File: src/rtl/exponent_multiplier_ctrl_pkg.sv
// Shared definitions for the exponent_multiplier command controller:
// state encoding, default widths and the default completion timeout.
package em_pkg;

   typedef logic [2:0] state_t;

   localparam state_t ST_IDLE  = 3'd0;
   localparam state_t ST_LOAD  = 3'd1;
   localparam state_t ST_START = 3'd2;
   localparam state_t ST_WAIT  = 3'd3;
   localparam state_t ST_RESP  = 3'd4;

   localparam int DATA_W_DEF  = 4;
   localparam int RES_W_DEF   = 30;
   localparam int TIMEOUT_DEF = 255;

   // Width that holds every value 0..timeout inclusive.
   function automatic int cnt_width(input int timeout);
      return $clog2(timeout + 1);
   endfunction

endpackage

File: src/rtl/exponent_multiplier_ctrl_if.sv
// Request/response and core-side signals of the controller; slave is the
// controller view, master is the requester plus core view.
interface em_if
   import em_pkg::*;
#(
   parameter int DATA_W = DATA_W_DEF,
   parameter int RES_W  = RES_W_DEF
);

   logic              i_req_valid;
   logic              o_req_ready;
   logic [DATA_W-1:0] i_req_a;
   logic [DATA_W-1:0] i_req_b;
   logic              i_req_sel;
   logic              o_rsp_valid;
   logic              i_rsp_ready;
   logic [RES_W-1:0]  o_rsp_data;
   logic              o_rsp_timeout;
   logic              o_load;
   logic              o_start;
   logic              o_select;
   logic [DATA_W-1:0] o_A;
   logic [DATA_W-1:0] o_B;
   logic              i_done;
   logic [RES_W-1:0]  i_P;

   modport slave (
      input  i_req_valid, i_req_a, i_req_b, i_req_sel, i_rsp_ready, i_done, i_P,
      output o_req_ready, o_rsp_valid, o_rsp_data, o_rsp_timeout,
             o_load, o_start, o_select, o_A, o_B
   );

   modport master (
      output i_req_valid, i_req_a, i_req_b, i_req_sel, i_rsp_ready, i_done, i_P,
      input  o_req_ready, o_rsp_valid, o_rsp_data, o_rsp_timeout,
             o_load, o_start, o_select, o_A, o_B
   );

endinterface

File: src/rtl/exponent_multiplier_ctrl_timeout_counter.sv
// Saturating cycle counter bounding the wait for core completion; expired
// stays high once the count reaches TIMEOUT until the next clear.
module em_timeout_counter
   import em_pkg::*;
#(
   parameter int TIMEOUT = TIMEOUT_DEF
) (
   input  logic i_clk,
   input  logic i_rst,
   input  logic clear,
   input  logic enable,
   output logic expired
);

   localparam int             CNT_W = cnt_width(TIMEOUT);
   localparam logic [CNT_W-1:0] LIMIT = CNT_W'(TIMEOUT);

   logic [CNT_W-1:0] cnt_q;
   logic [CNT_W-1:0] cnt_d;

   // Clear has priority; counting stops at LIMIT instead of wrapping.
   always_comb begin
      cnt_d = cnt_q;
      if (clear) begin
         cnt_d = {CNT_W{1'b0}};
      end else if (enable && (cnt_q != LIMIT)) begin
         cnt_d = cnt_q + CNT_W'(1);
      end else begin
         cnt_d = cnt_q;
      end
   end

   always_ff @(posedge i_clk) begin
      if (i_rst) begin
         cnt_q <= {CNT_W{1'b0}};
      end else begin
         cnt_q <= cnt_d;
      end
   end

   assign expired = (cnt_q == LIMIT);

endmodule

File: src/rtl/exponent_multiplier_ctrl.sv
// Sequences load/start pulses of the exponent_multiplier core for one
// request at a time and returns the result (or a timeout) on a response port.
module exponent_multiplier_ctrl
   import em_pkg::*;
#(
   parameter int DATA_W  = DATA_W_DEF,
   parameter int RES_W   = RES_W_DEF,
   parameter int TIMEOUT = TIMEOUT_DEF
) (
   input logic  i_clk,
   input logic  i_rst,
   em_if.slave  bus
);

   state_t            state_q;
   state_t            state_d;
   logic [DATA_W-1:0] a_q;
   logic [DATA_W-1:0] a_d;
   logic [DATA_W-1:0] b_q;
   logic [DATA_W-1:0] b_d;
   logic              sel_q;
   logic              sel_d;
   logic [RES_W-1:0]  rsp_data_q;
   logic [RES_W-1:0]  rsp_data_d;
   logic              rsp_timeout_q;
   logic              rsp_timeout_d;
   logic              done_q;

   logic accept;
   logic completion;
   logic in_wait;
   logic cnt_clear;
   logic cnt_enable;
   logic cnt_expired;

   assign accept     = bus.i_req_valid & (state_q == ST_IDLE);
   assign in_wait    = (state_q == ST_WAIT);
   // Only a fresh rising edge counts: a done level held over from the
   // previous operation must not complete the new one.
   assign completion = bus.i_done & ~done_q;
   assign cnt_clear  = (state_q == ST_START);
   assign cnt_enable = in_wait & ~completion;

   em_timeout_counter #(
      .TIMEOUT (TIMEOUT)
   ) u_timeout (
      .i_clk   (i_clk),
      .i_rst   (i_rst),
      .clear   (cnt_clear),
      .enable  (cnt_enable),
      .expired (cnt_expired)
   );

   always_ff @(posedge i_clk) begin
      if (i_rst) begin
         state_q       <= ST_IDLE;
         a_q           <= {DATA_W{1'b0}};
         b_q           <= {DATA_W{1'b0}};
         sel_q         <= 1'b0;
         rsp_data_q    <= {RES_W{1'b0}};
         rsp_timeout_q <= 1'b0;
         done_q        <= 1'b0;
      end else begin
         state_q       <= state_d;
         a_q           <= a_d;
         b_q           <= b_d;
         sel_q         <= sel_d;
         rsp_data_q    <= rsp_data_d;
         rsp_timeout_q <= rsp_timeout_d;
         done_q        <= bus.i_done;
      end
   end

   always_comb begin
      state_d = state_q;
      case (state_q)
         ST_IDLE: begin
            if (accept) begin
               state_d = ST_LOAD;
            end else begin
               state_d = ST_IDLE;
            end
         end
         ST_LOAD:  state_d = ST_START;
         ST_START: state_d = ST_WAIT;
         ST_WAIT: begin
            if (completion || cnt_expired) begin
               state_d = ST_RESP;
            end else begin
               state_d = ST_WAIT;
            end
         end
         ST_RESP: begin
            if (bus.i_rsp_ready) begin
               state_d = ST_IDLE;
            end else begin
               state_d = ST_RESP;
            end
         end
         default: state_d = ST_IDLE;
      endcase
   end

   // Operands hold from accept to accept; the response holds through RESP.
   always_comb begin
      a_d           = a_q;
      b_d           = b_q;
      sel_d         = sel_q;
      rsp_data_d    = rsp_data_q;
      rsp_timeout_d = rsp_timeout_q;
      if (accept) begin
         a_d   = bus.i_req_a;
         b_d   = bus.i_req_b;
         sel_d = bus.i_req_sel;
      end else begin
         a_d   = a_q;
         b_d   = b_q;
         sel_d = sel_q;
      end
      // Completion is tested first so it wins over a same-cycle timeout.
      if (in_wait && completion) begin
         rsp_data_d    = bus.i_P;
         rsp_timeout_d = 1'b0;
      end else if (in_wait && cnt_expired) begin
         rsp_data_d    = {RES_W{1'b0}};
         rsp_timeout_d = 1'b1;
      end else begin
         rsp_data_d    = rsp_data_q;
         rsp_timeout_d = rsp_timeout_q;
      end
   end

   always_comb begin
      bus.o_req_ready = 1'b0;
      bus.o_load      = 1'b0;
      bus.o_start     = 1'b0;
      bus.o_rsp_valid = 1'b0;
      case (state_q)
         ST_IDLE:  bus.o_req_ready = 1'b1;
         ST_LOAD:  bus.o_load      = 1'b1;
         ST_START: bus.o_start     = 1'b1;
         ST_RESP:  bus.o_rsp_valid = 1'b1;
         default: begin
            bus.o_req_ready = 1'b0;
            bus.o_rsp_valid = 1'b0;
         end
      endcase
      bus.o_A           = a_q;
      bus.o_B           = b_q;
      bus.o_select      = sel_q;
      bus.o_rsp_data    = rsp_data_q;
      bus.o_rsp_timeout = rsp_timeout_q;
   end

endmodule

File: src/flat_wrapper.sv
// flat-port wrapper written by rule: the top's interface ports become plain ports
module exponent_multiplier_ctrl_flat import em_pkg::*;
#(
   parameter int DATA_W  = DATA_W_DEF,
   parameter int RES_W   = RES_W_DEF,
   parameter int TIMEOUT = TIMEOUT_DEF
)
  (i_clk, i_rst, bus_i_req_valid, bus_i_req_a, bus_i_req_b, bus_i_req_sel, bus_i_rsp_ready, bus_i_done, bus_i_P, bus_o_req_ready, bus_o_rsp_valid, bus_o_rsp_data, bus_o_rsp_timeout, bus_o_load, bus_o_start, bus_o_select, bus_o_A, bus_o_B);
  em_if #(.DATA_W(DATA_W), .RES_W(RES_W)) bus_i ();
  input logic i_clk;
  input logic i_rst;
  input wire logic [$bits(bus_i.i_req_valid)-1:0] bus_i_req_valid;
  input wire logic [$bits(bus_i.i_req_a)-1:0] bus_i_req_a;
  input wire logic [$bits(bus_i.i_req_b)-1:0] bus_i_req_b;
  input wire logic [$bits(bus_i.i_req_sel)-1:0] bus_i_req_sel;
  input wire logic [$bits(bus_i.i_rsp_ready)-1:0] bus_i_rsp_ready;
  input wire logic [$bits(bus_i.i_done)-1:0] bus_i_done;
  input wire logic [$bits(bus_i.i_P)-1:0] bus_i_P;
  output wire logic [$bits(bus_i.o_req_ready)-1:0] bus_o_req_ready;
  output wire logic [$bits(bus_i.o_rsp_valid)-1:0] bus_o_rsp_valid;
  output wire logic [$bits(bus_i.o_rsp_data)-1:0] bus_o_rsp_data;
  output wire logic [$bits(bus_i.o_rsp_timeout)-1:0] bus_o_rsp_timeout;
  output wire logic [$bits(bus_i.o_load)-1:0] bus_o_load;
  output wire logic [$bits(bus_i.o_start)-1:0] bus_o_start;
  output wire logic [$bits(bus_i.o_select)-1:0] bus_o_select;
  output wire logic [$bits(bus_i.o_A)-1:0] bus_o_A;
  output wire logic [$bits(bus_i.o_B)-1:0] bus_o_B;
  assign bus_i.i_req_valid = bus_i_req_valid;
  assign bus_i.i_req_a = bus_i_req_a;
  assign bus_i.i_req_b = bus_i_req_b;
  assign bus_i.i_req_sel = bus_i_req_sel;
  assign bus_i.i_rsp_ready = bus_i_rsp_ready;
  assign bus_i.i_done = bus_i_done;
  assign bus_i.i_P = bus_i_P;
  assign bus_o_req_ready = bus_i.o_req_ready;
  assign bus_o_rsp_valid = bus_i.o_rsp_valid;
  assign bus_o_rsp_data = bus_i.o_rsp_data;
  assign bus_o_rsp_timeout = bus_i.o_rsp_timeout;
  assign bus_o_load = bus_i.o_load;
  assign bus_o_start = bus_i.o_start;
  assign bus_o_select = bus_i.o_select;
  assign bus_o_A = bus_i.o_A;
  assign bus_o_B = bus_i.o_B;
  exponent_multiplier_ctrl #(.DATA_W(DATA_W), .RES_W(RES_W), .TIMEOUT(TIMEOUT)) u_core (.i_clk(i_clk), .i_rst(i_rst), .bus(bus_i));
endmodule
File: config.mk
export PLATFORM = sky130hd
export DESIGN_NAME = exponent_multiplier_ctrl_flat
export DESIGN_NICKNAME = d
export VERILOG_FILES = /design/src/rtl/exponent_multiplier_ctrl_pkg.sv /design/src/rtl/exponent_multiplier_ctrl_if.sv /design/src/rtl/exponent_multiplier_ctrl_timeout_counter.sv /design/src/rtl/exponent_multiplier_ctrl.sv /design/src/flat_wrapper.sv
export SDC_FILE = /design/constraint.sdc
export NUM_CORES = 1
export LEC_CHECK = 0
export ABC_AREA = 1
export BUFFER_PORTS_ARGS = -buffer_cell sky130_fd_sc_hd__buf_2
export CAP_MARGIN = 20
export CORE_MARGIN = 1.5
export CORE_UTILIZATION = 51
export DETAILED_ROUTE_END_ITERATION = 10
export PLACE_DENSITY = 0.95
export SLEW_MARGIN = 20
export SYNTH_ARGS = -nofsm -noshare
export SYNTH_HDL_FRONTEND = slang
export SYNTH_SLANG_ARGS = --single-unit
File: constraint.sdc
create_clock -name i_clk -period 2.85 [get_ports i_clk]
set_input_delay 0.4275 -clock i_clk [delete_from_list [all_inputs] [get_ports i_clk]]
set_output_delay 0.4275 -clock i_clk [all_outputs]
set_load 0.01 [all_outputs]
==> impl_metrics.env, run 1 <==
export IMPL_antenna_found_initial=0
export IMPL_finalSetupViolCount=0
export IMPL_gp_congestion=0.8494
export IMPL_grt_pass1_vias=1989
export IMPL_cp_start_kind="register"
export IMPL_via_count=2108
export IMPL_synth_top_area_share_pct=47.93
export IMPL_die_y_um=68.26
export IMPL_hold_worst_slack_ns=0.3546
export IMPL_hp_class="in2reg"
export IMPL_postCtsResizedCells=0
export IMPL_netlist_top_cells_area="dfxtp_1 (48%), nand3_1 (11%), nand2_1 (9.7%)"
export IMPL_p_per_area_mw_per_mm2=532.5
export IMPL_crit_fanout=11
export IMPL_period_needed_ns=2.063
export IMPL_port_buffers=87
export IMPL_grt_pass1_wl_um=8114
export IMPL_final_cell_mix="buf_2 (87), nand2_1 (56), dfxtp_1 (52)"
export IMPL_floorplan_core_area_mm2=0.004058
export IMPL_vias_per_cell=5.154
export IMPL_drc=0
export IMPL_cp_required_ns=2.42
export IMPL_fill_cells=314
export IMPL_syn_num_nets=323
export IMPL_fp_row_count=23
export IMPL_start_util_pct=53.53
export IMPL_tritoncts="built"
export IMPL_grt_setup_unrepaired="no"
export IMPL_fin_nets=403
export IMPL_yosysWarnings=0
export IMPL_clock_skew_ns=0.003111
export IMPL_cp_arrival_ns=1.64
export IMPL_antenna_left=0
export IMPL_dr_pass1_iters=4
export IMPL_diodes=0
export IMPL_tns_ns=0
export IMPL_syn_to_final_growth_pct=24.37
export IMPL_period_share_pct=72.38
export IMPL_clock_root_buffer="clkbuf_8"
export IMPL_clock_path_buffers=2
export IMPL_clkTransAtPathRegs_ns=0.09
export IMPL_worstSetupPathType="reg2out"
export IMPL_cp_end_kind="output pin"
export IMPL_worstMarginPinSlew_ns=0.6759
export IMPL_routed_wl_um=5117
export IMPL_grt_overflow_total=0
export IMPL_synthesis_area_mm2=0.002172
export IMPL_postCtsSetupBuffers=0
export IMPL_dp_hpwl_um=3622
export IMPL_cts_sinks=52
export IMPL_layout_commonest_cell="buf_2"
export IMPL_seq_area_frac_synth_pct=47.93
export IMPL_regArea_mm2=0.001041
export IMPL_dieArea_mm2=0.004659
export IMPL_ys_types=23
export IMPL_chipWidth_um=68.26
export IMPL_htreeDepth=2
export IMPL_grt_usage_pct=23.10
export IMPL_first_iter_violations=79
export IMPL_grt_start_max_net_pins=33
export IMPL_timing_final_hold_violations=0
export IMPL_max_slew_margin_pct=54.77
export IMPL_peakVddDrop_uv=443.9
export IMPL_syn_avg_cell_area_um2=7.813
export IMPL_wire_per_inst_um=12.51
export IMPL_status="finished clean"
export IMPL_drive_gt1_share_pct=35.65
export IMPL_ys_seq_elements=52
export IMPL_cts_buffers=5
export IMPL_leakage_nw=1.199
export IMPL_clkLatencyLatePin_ns=0.31
export IMPL_netlist_instances=278
export IMPL_synth_top_cell_by_area="dfxtp_1"
export IMPL_slew_violations=0
export IMPL_cap_violations=0
export IMPL_io_pins=88
export IMPL_cts_hold_buf=0
export IMPL_fmax_ghz=0.4848
export IMPL_multi_input_area_um2=963.4
final cells by class:
class | instances | share of cell area [%]
clock buffer | 5 | 2.547
inverter | 19 | 2.686
clock inverter | 3 | 1.575
multi-input combinational | 191 | 35.66
tap | 50 | 2.316
sequential | 52 | 38.54
timing repair buffer | 89 | 16.67
layer usage:
layer / routed length (um) / part of all wire [%] / up-vias / GRT usage [%]
met3: 327 / 6.4 / 9 / 7.237
met2: 2638 / 52 / 65 / 38.96
met4: 89 / 1.7 / 0 / 9.750
li1: - / - / 1068 / -
met1: 2062 / 40 / 966 / 26.98
met5: 0 / 0 / - / 0
cell families after synthesis:
logic type | share of synthesized area (%)
and+or+nand+nor | 28.92
AOI/OAI and AO/OA | 13.65
buffers and inverters | 7.719
adders and majority gates | 0.5759
DFF | 47.93
xor gates and xnor gates | 1.210
per-stage QoR:
step | utilization, % | area, um2 | instances | setup WS, ns | total power [W]
after floorplan | - | 2172 | 278 | 1.539 | 0.0008795
after global placement | 63.83 | 2590 | 401 | 1.114 | 0.0009429
after detailed placement | 63.83 | 2590 | 401 | 1.039 | 0.0009525
after CTS | 66.57 | 2701 | 409 | 0.7997 | 0.001447
after global routing | 66.57 | 2701 | 409 | 0.6300 | 0.001499
final | 66.57 | 2701 | 409 | 0.7873 | 0.001438
state kept, by name, indices dropped and copies added (netlist names):
signal / cells
u_core.bus.o_B: 4
u_core.bus.o_A: 4
u_core.done_q: 1
u_core.bus.o_rsp_data: 30
u_core.bus.o_rsp_timeout: 1
u_core.bus.o_select: 1
u_core.state_q: 3
u_core.u_timeout.cnt_q: 8
path summary, 6_finish.rpt:
path | startpoint | end | slack (ns) | cells after the start
max | u_core.state_q[0] | bus_o_req_ready | 0.79 | 4
min | bus_i_done | u_core.done_q | 0.35 | 3
max reg2reg | u_core.u_timeout.cnt_q[1] | u_core.bus.o_rsp_data[20] | 1.01 | 6
min reg2reg | u_core.bus.o_B[3] | u_core.bus.o_B[3] | 0.46 | 2
synthesized netlist by cell type:
library cell and number:
a211oi_2 1, a21oi_1 34, a21oi_2 10, a31oi_1 1, buf_2 4, buf_6 4
clkbuf_1 8, clkinv_2 1, dfxtp_1 52, ha_1 1, inv_1 16, inv_2 2
nand2_1 56, nand2_2 13, nand3_1 47, nand3_2 1, nand4_1 1, nor2_1 15
nor2_2 2, nor2_4 1, nor3_1 1, o21ai_0 4, xor2_1 3
power breakdown:
| group | switching (W) | internal (W) |
|---|---|---|
| logic | 0.000107 | 0.0000653 |
| registers | 0.0000154 | 0.000750 |
| clock network | 0.000241 | 0.000260 |
worst max-delay path: stages (launching register included):
cell and delay, ns:
dfxtp_1 0.35, nor2_1 0.11, inv_1 0.07, nor2_1 0.52, buf_2 0.27
Note: power is estimated with default switching activity, not from simulation.
==> run 2, diff against run 1 <==
--- a/config.mk
+++ b/config.mk
@@ -5,13 +5,13 @@
 export SDC_FILE = /design/constraint.sdc
 export NUM_CORES = 1
 export LEC_CHECK = 0
-export ABC_AREA = 1
+export ABC_AREA = 0
 export BUFFER_PORTS_ARGS = -buffer_cell sky130_fd_sc_hd__buf_2
 export CAP_MARGIN = 20
 export CORE_MARGIN = 1.5
-export CORE_UTILIZATION = 51
+export CORE_UTILIZATION = 45
 export DETAILED_ROUTE_END_ITERATION = 10
-export PLACE_DENSITY = 0.95
+export PLACE_DENSITY = 0.86
 export SLEW_MARGIN = 20
 export SYNTH_ARGS = -nofsm -noshare
 export SYNTH_HDL_FRONTEND = slang
==> constraint.sdc (replaced) <==
create_clock -name i_clk -period 1.7 [get_ports i_clk]
set_input_delay 0.255 -clock i_clk [delete_from_list [all_inputs] [get_ports i_clk]]
set_output_delay 0.255 -clock i_clk [all_outputs]
set_load 0.01 [all_outputs]
==> impl_metrics.env, run 2 <==
export IMPL_ys_types=41
export IMPL_grt_overflow_total=0
export IMPL_cp_arrival_ns=1.39
export IMPL_max_slew_margin_pct=66.64
export IMPL_synth_top_cell_by_area="dfxtp_1"
export IMPL_synth_most_common_cell="dfxtp_1"
export IMPL_ff2ff_setup_slack_ns=0.16
export IMPL_synth_edf_count=0
export IMPL_fin_nets=421
export IMPL_async_flop_share_pct=0
export IMPL_grt_usage_pct=21.46
export IMPL_dr_pass1_iters=4
export IMPL_seq_area_frac_synth_pct=39.87
export IMPL_chipWidth_um=79.18
export IMPL_status="finished clean"
export IMPL_critPathBufInv=2
export IMPL_fmax_ghz=0.6097
export IMPL_cpPeakStageDelay_ns=0.48
export IMPL_antenna_found_initial=0
export IMPL_drc=0
export IMPL_via_count=2586
export IMPL_synthesis_area_mm2=0.002611
export IMPL_cp_end_kind="output pin"
export IMPL_netlist_instances=296
export IMPL_cp_slowest_cell="or3b_4"
export IMPL_crit_family="simple AND/OR/NAND/NOR gates"
export IMPL_synth_top_area_share_pct=39.87
export IMPL_cp_start_kind="register"
export IMPL_clkTransAtPathRegs_ns=0.09
export IMPL_ys_seq_elements=52
export IMPL_layout_commonest_cell="buf_2"
export IMPL_port_buffers=87
export IMPL_syn_num_nets=341
export IMPL_wire_per_inst_um=14.79
export IMPL_period_share_pct=96.49
export IMPL_grt_start_max_net_pins=29
export IMPL_leakage_nw=1.406
export IMPL_worstSetupPathType="reg2out"
export IMPL_fin_util_pct=58.08
export IMPL_peakVddDrop_uv=308.4
export IMPL_vias_per_cell=5.772
export IMPL_grt_pass1_wl_um=10810
export IMPL_grt_setup_unrepaired="no"
export IMPL_grt_pass1_vias=2324
export IMPL_yosysWarnings=0
export IMPL_worstMarginPinSlew_ns=0.4997
export IMPL_diodes=0
export IMPL_final_cell_mix="buf_2 (87), dfxtp_1 (50), nand2_1 (27)"
export IMPL_die_y_um=79.18
export IMPL_fp_row_count=27
export IMPL_netlist_top_cells_area="dfxtp_1 (40%), a311o_1 (8.4%), a211oi_1 (7.2%)"
export IMPL_postCtsSetupBuffers=0
export IMPL_crit_chain="or3b_4 > inv_1 > buf_2"
export IMPL_routed_wl_um=6624
export IMPL_synth_top_family_by_area="compound AO/OA/AOI/OAI gates"
export IMPL_io_pins=88
export IMPL_first_iter_violations=149
export IMPL_drive_gt1_share_pct=32.71
export IMPL_multi_input_area_mm2=0.001361
export IMPL_rr_worst_depth=5
export IMPL_gp_congestion=0.7697
export IMPL_tritoncts="built"
export IMPL_dp_cells=441
export IMPL_clock_path_buffers=2
export IMPL_slew_violations=0
export IMPL_largest_reg_flops=30
export IMPL_htreeDepth=2
export IMPL_synthAdderAreaFrac_pct=0.4792
export IMPL_dieArea_mm2=0.006269
export IMPL_synth_xor_area_share_pct=0
export IMPL_dp_hpwl_um=4533
export IMPL_crit_cells=3
export IMPL_synth_simple_area_share_pct=22.90
export IMPL_start_util_pct=47.13
export IMPL_p_per_area_mw_per_mm2=758.7
export IMPL_clkLatencyLatePin_ns=0.31
export IMPL_floorplan_core_area_mm2=0.005540
export IMPL_fill_cells=491
export IMPL_synthTopCellsByCount="dfxtp_1 (52), nand2_1 (27), a211oi_1 (25)"
export IMPL_cts_buffers=5
export IMPL_hold_path_cell_count=2
export IMPL_synth_ff_type="dfxtp_1"
export IMPL_hp_class="in2reg"
export IMPL_cts_sinks=52
export IMPL_cp_required_ns=1.44
export IMPL_crit_fanout=8
export IMPL_synth_compound_area_share_pct=27.60
export IMPL_yosys_mux_area_fraction_pct=0.7667
export IMPL_clock_root_buffer="clkbuf_8"
export IMPL_syn_avg_cell_area_um2=8.822
export IMPL_clock_skew_ns=0.007047
export IMPL_syn_to_final_growth_pct=23.24
export IMPL_hold_worst_slack_ns=0.1769
export IMPL_cap_violations=0
export IMPL_regArea_mm2=0.001046
export IMPL_timing_final_hold_violations=0
export IMPL_instances_no_fill=448
export IMPL_tns_ns=0
export IMPL_antenna_left=0
export IMPL_period_needed_ns=1.640
export IMPL_finalSetupViolCount=0
run 2: final timing paths:
kind	startpoint	to
min	bus_i_P[6]	u_core.bus.o_rsp_data[6]
max	u_core.state_q[0]	bus_o_start
max reg2reg	u_core.u_timeout.cnt_q[0]	u_core.u_timeout.cnt_q[0]
min reg2reg	u_core.bus.o_A[0]	u_core.bus.o_A[0]
run 2: cell families after synthesis:
logic type / count (synthesis)
DFF: 52
AOI/OAI and AO/OA: 92
and+or+nand+nor: 111
adders and majority gates: 1
muxes: 2
buffers and inverters: 38
run 2: metal layers:
layer | wire length, um | vias to the layer above | global-route usage (%)
li1 | - | 1265 | -
met1 | 2925 | 1226 | 28.50
met2 | 3203 | 85 | 34.36
met3 | 370 | 10 | 4.483
met4 | 124 | 0 | 7.544
met5 | 0 | - | 0
run 2: per-stage QoR:
step | total power, W | instance area (um2) | setup slack, ns
global placement | 0.001775 | 3128 | 0.2429
finish | 0.002442 | 3218 | 0.05975
floorplan | 0.001614 | 2611 | 0.3124
global route | 0.002566 | 3218 | 0.006227
CTS | 0.002455 | 3209 | 0.02913
detailed placement | 0.001787 | 3128 | 0.2062
run 2: what timing repair did:
action / in CTS / in global routing
setup endpoints to repair: 1 / 2
gates resized for setup: 2 / 3
hold buffers: 0 / 0
pin swaps: 0 / 0
run 2: report_power, final:
group / switching, W / total (W) / internal, W
registers: 0.0000477 / 0.00133 / 0.00128
logic: 0.000236 / 0.000436 / 0.000199
clock network: 0.000395 / 0.000677 / 0.000281
run 2: layout make-up:
| class | instances | area share (%) |
|---|---|---|
| flip-flops and latches | 52 | 32.50 |
| clock buffers | 6 | 2.255 |
| well taps | 72 | 2.799 |
| multi-input cells | 206 | 42.30 |
| repair buffers | 105 | 19.28 |
| clock inverters | 1 | 0.1555 |
| inverters | 6 | 0.6998 |
==> run 3, diff against run 2 <==
--- a/config.mk
+++ b/config.mk
@@ -9,10 +9,11 @@
 export BUFFER_PORTS_ARGS = -buffer_cell sky130_fd_sc_hd__buf_2
 export CAP_MARGIN = 20
 export CORE_MARGIN = 1.5
-export CORE_UTILIZATION = 45
+export CORE_UTILIZATION = 42
 export DETAILED_ROUTE_END_ITERATION = 10
 export PLACE_DENSITY = 0.86
 export SLEW_MARGIN = 20
 export SYNTH_ARGS = -nofsm -noshare
 export SYNTH_HDL_FRONTEND = slang
+export SYNTH_HIERARCHICAL = 1
 export SYNTH_SLANG_ARGS = --single-unit
==> impl_metrics.env, run 3 <==
export IMPL_status="finished clean"
export IMPL_fill_cells=387
export IMPL_tns_ns=0
export IMPL_final_cell_mix="buf_2 (87), dfxtp_1 (52), a32o_1 (30)"
export IMPL_cts_hold_buf=0
export IMPL_period_share_pct=93.71
export IMPL_worstSetupPathType="reg2reg"
export IMPL_synth_top_cell_by_area="dfxtp_1"
export IMPL_clkLatencyLatePin_ns=0.30
export IMPL_grt_overflow_total=0
export IMPL_cap_violations=0
export IMPL_cp_arrival_ns=1.79
export IMPL_synth_ff_type="dfxtp_1"
export IMPL_syn_avg_cell_area_um2=11.03
export IMPL_cts_sinks=52
export IMPL_worstMarginPinSlew_ns=0.4986
export IMPL_antenna_left=0
export IMPL_htreeDepth=2
export IMPL_grt_busiest_layer="met2"
export IMPL_port_buffers=87
export IMPL_synth_top_area_share_pct=51.87
export IMPL_cp_slowest_cell="dfxtp_1"
export IMPL_r2r_start="u_core/u_timeout/cnt_q[0]"
export IMPL_ff2ff_setup_slack_ns=0.11
export IMPL_use_met1_pct=20.60
export IMPL_clkTransAtPathRegs_ns=0.09
export IMPL_fin_nets=322
export IMPL_dp_cells=322
export IMPL_die_y_um=72.13
export IMPL_wire_per_inst_um=13.65
export IMPL_crit_chain="ha_2 > and4_4 > and2_4 > o21ai_2 > buf_6 > a32o_1"
export IMPL_antenna_found_initial=0
export IMPL_critPathBufInv=1
export IMPL_r2r_end="u_core/bus.o_rsp_data[18]"
export IMPL_io_pins=88
export IMPL_synthesis_area_mm2=0.002007
export IMPL_cpPeakStageDelay_ns=0.35
export IMPL_vias_per_cell=5.403
export IMPL_drc=0
export IMPL_cts_buffers=5
export IMPL_gr_usage_met2_pct=31.07
export IMPL_ys_seq_elements=52
export IMPL_fmax_ghz=0.6277
export IMPL_grt_usage_pct=17.42
export IMPL_syn_to_final_growth_pct=31.73
export IMPL_layout_commonest_cell="buf_2"
export IMPL_netlist_top_cells_area="dfxtp_1 (52%), a32o_1 (15%), nand2_1 (4.3%)"
export IMPL_grt_pass1_vias=1707
export IMPL_use_met3_pct=4.306
export IMPL_timing_final_hold_violations=0
export IMPL_holdPathEnd="u_core/bus.o_rsp_data[11]"
export IMPL_floorplan_core_area_mm2=0.004474
export IMPL_async_flop_share_pct=0
export IMPL_start_util_pct=44.85
export IMPL_first_iter_violations=72
export IMPL_syn_num_nets=227
export IMPL_max_slew_margin_pct=66.62
export IMPL_via_count=1783
export IMPL_dr_pass1_iters=4
export IMPL_hold_path_cell_count=2
export IMPL_largest_reg_flops=30
export IMPL_cp_required_ns=1.89
export IMPL_tritoncts="built"
export IMPL_dieArea_mm2=0.005202
export IMPL_gp_congestion=0.8311
export IMPL_clock_skew_ns=0.005852
export IMPL_clock_root_buffer="clkbuf_8"
export IMPL_p_per_area_mw_per_mm2=910.4
export IMPL_hp_class="in2reg"
export IMPL_leakage_nw=1.208
export IMPL_postCtsSetupBuffers=0
export IMPL_worstHoldStart="bus_i_P[11]"
export IMPL_cp_start_kind="register"
export IMPL_synth_most_common_cell="dfxtp_1"
export IMPL_grt_setup_unrepaired="no"
export IMPL_yosysWarnings=6
export IMPL_routed_wl_um=4503
export IMPL_crit_fanout=22
export IMPL_clock_path_buffers=2
export IMPL_fin_util_pct=59.09
export IMPL_seq_area_frac_synth_pct=51.87
export IMPL_diodes=0
export IMPL_cp_end_kind="register"
export IMPL_dp_hpwl_um=3187
export IMPL_slew_violations=0
export IMPL_fp_row_count=24
export IMPL_netlist_instances=182
export IMPL_ys_types=43
export IMPL_peakVddDrop_uv=968.0
export IMPL_grt_start_max_net_pins=31
export IMPL_finalSetupViolCount=0
export IMPL_drive_gt1_share_pct=44.60
export IMPL_grt_pass1_wl_um=7272
export IMPL_crit_family="simple AND/OR/NAND/NOR gates"
export IMPL_synthTopCellsByCount="dfxtp_1 (52), a32o_1 (30), nand2_1 (23)"
export IMPL_synth_edf_count=0
export IMPL_period_needed_ns=1.593
export IMPL_rr_worst_depth=6
export IMPL_chipWidth_um=72.13
export IMPL_instances_no_fill=330
==> run 3: cell types whose count changed in the layout (fill, tap and decap cells not counted), moves of 4 or more <==
| cell | delta |
|---|---|
| a32o_1 | +29 |
| a211oi_1 | -24 |
| a311o_1 | -22 |
| nand2b_1 | -22 |
| nor2_1 | -22 |
| a31oi_1 | -12 |
| nand3_1 | -12 |
| o211ai_1 | -9 |
| a41oi_1 | -5 |
| a21oi_1 | +4 |
| buf_12 | -4 |
| nand2_1 | -4 |
==> run 3: how the worst max path moves through the flow <==
stage	startpoint	to	slack [ns]	cells after the start
after global placement	u_core/state_q[2]	u_core/u_timeout/cnt_q[5]	0.05	5
after global routing	u_core/u_timeout/cnt_q[0]	u_core/state_q[1]	0.002	5
after CTS	u_core/u_timeout/cnt_q[0]	u_core/state_q[1]	0.005	5
after detailed placement	u_core/u_timeout/cnt_q[0]	u_core/state_q[1]	0.002	5
after floorplan	u_core/state_q[2]	u_core/u_timeout/cnt_q[5]	0.02	6
final	u_core/u_timeout/cnt_q[0]	u_core/bus.o_rsp_data[18]	0.11	6
==> run 3: power breakdown <==
group          total, W  internal [W]  leakage [nW]  switching [W]
combinational  0.000293      0.000137         0.731       0.000156
sequential      0.00127       0.00125         0.421      0.0000170
clock          0.000842      0.000445        0.0558       0.000397
==> run 3: logic make-up after synthesis <==
group,count (synthesis),share of synthesized area [%]
buffers and inverters,16,5.611
multiplexers,3,1.496
flip-flops,52,51.87
adder cells (fa/ha/maj),1,0.6233
AO/OA/AOI/OAI,57,24.44
AND/OR/NAND/NOR,53,15.96
==> run 3: final cells by class <==
type                       count  area (um2)  share of cell area, %
inverter                       2       7.507                 0.2840
multi-input combinational    114       867.1                  32.80
clock inverter                 2       38.79                  1.467
timing repair buffer         102       551.8                  20.87
tap                           52       65.06                  2.461
sequential                    52        1041                  39.38
clock buffer                   6       72.57                  2.745
==> run 3: timing repair <==
item                                   4_1_cts  5_1_grt
setup endpoints to repair                    2       32
gates resized for setup                      2        4
endpoints found under the hold margin        0        0
==> run 3: routing by layer <==
| layer | vias to the layer above | wire, um |
|---|---|---|
| met3 | 7 | 235 |
| met5 | - | 0 |
| li1 | 889 | - |
| met2 | 51 | 2234 |
| met1 | 836 | 1971 |
| met4 | 0 | 62 |
==> run 3: metrics by stage <==
step / setup WS [ns] / total power, W / cell area, um2 / hold WS, ns
after floorplan: 0.01793 / 0.001472 / 2007 / 0.3239
after global placement: 0.04817 / 0.001587 / 2515 / 0.4410
after detailed placement: 0.002069 / 0.001592 / 2515 / 0.4448
after CTS: 0.005073 / 0.002443 / 2630 / 0.1491
after global routing: 0.002144 / 0.002525 / 2644 / 0.1477
final: 0.1070 / 0.002407 / 2644 / 0.1584
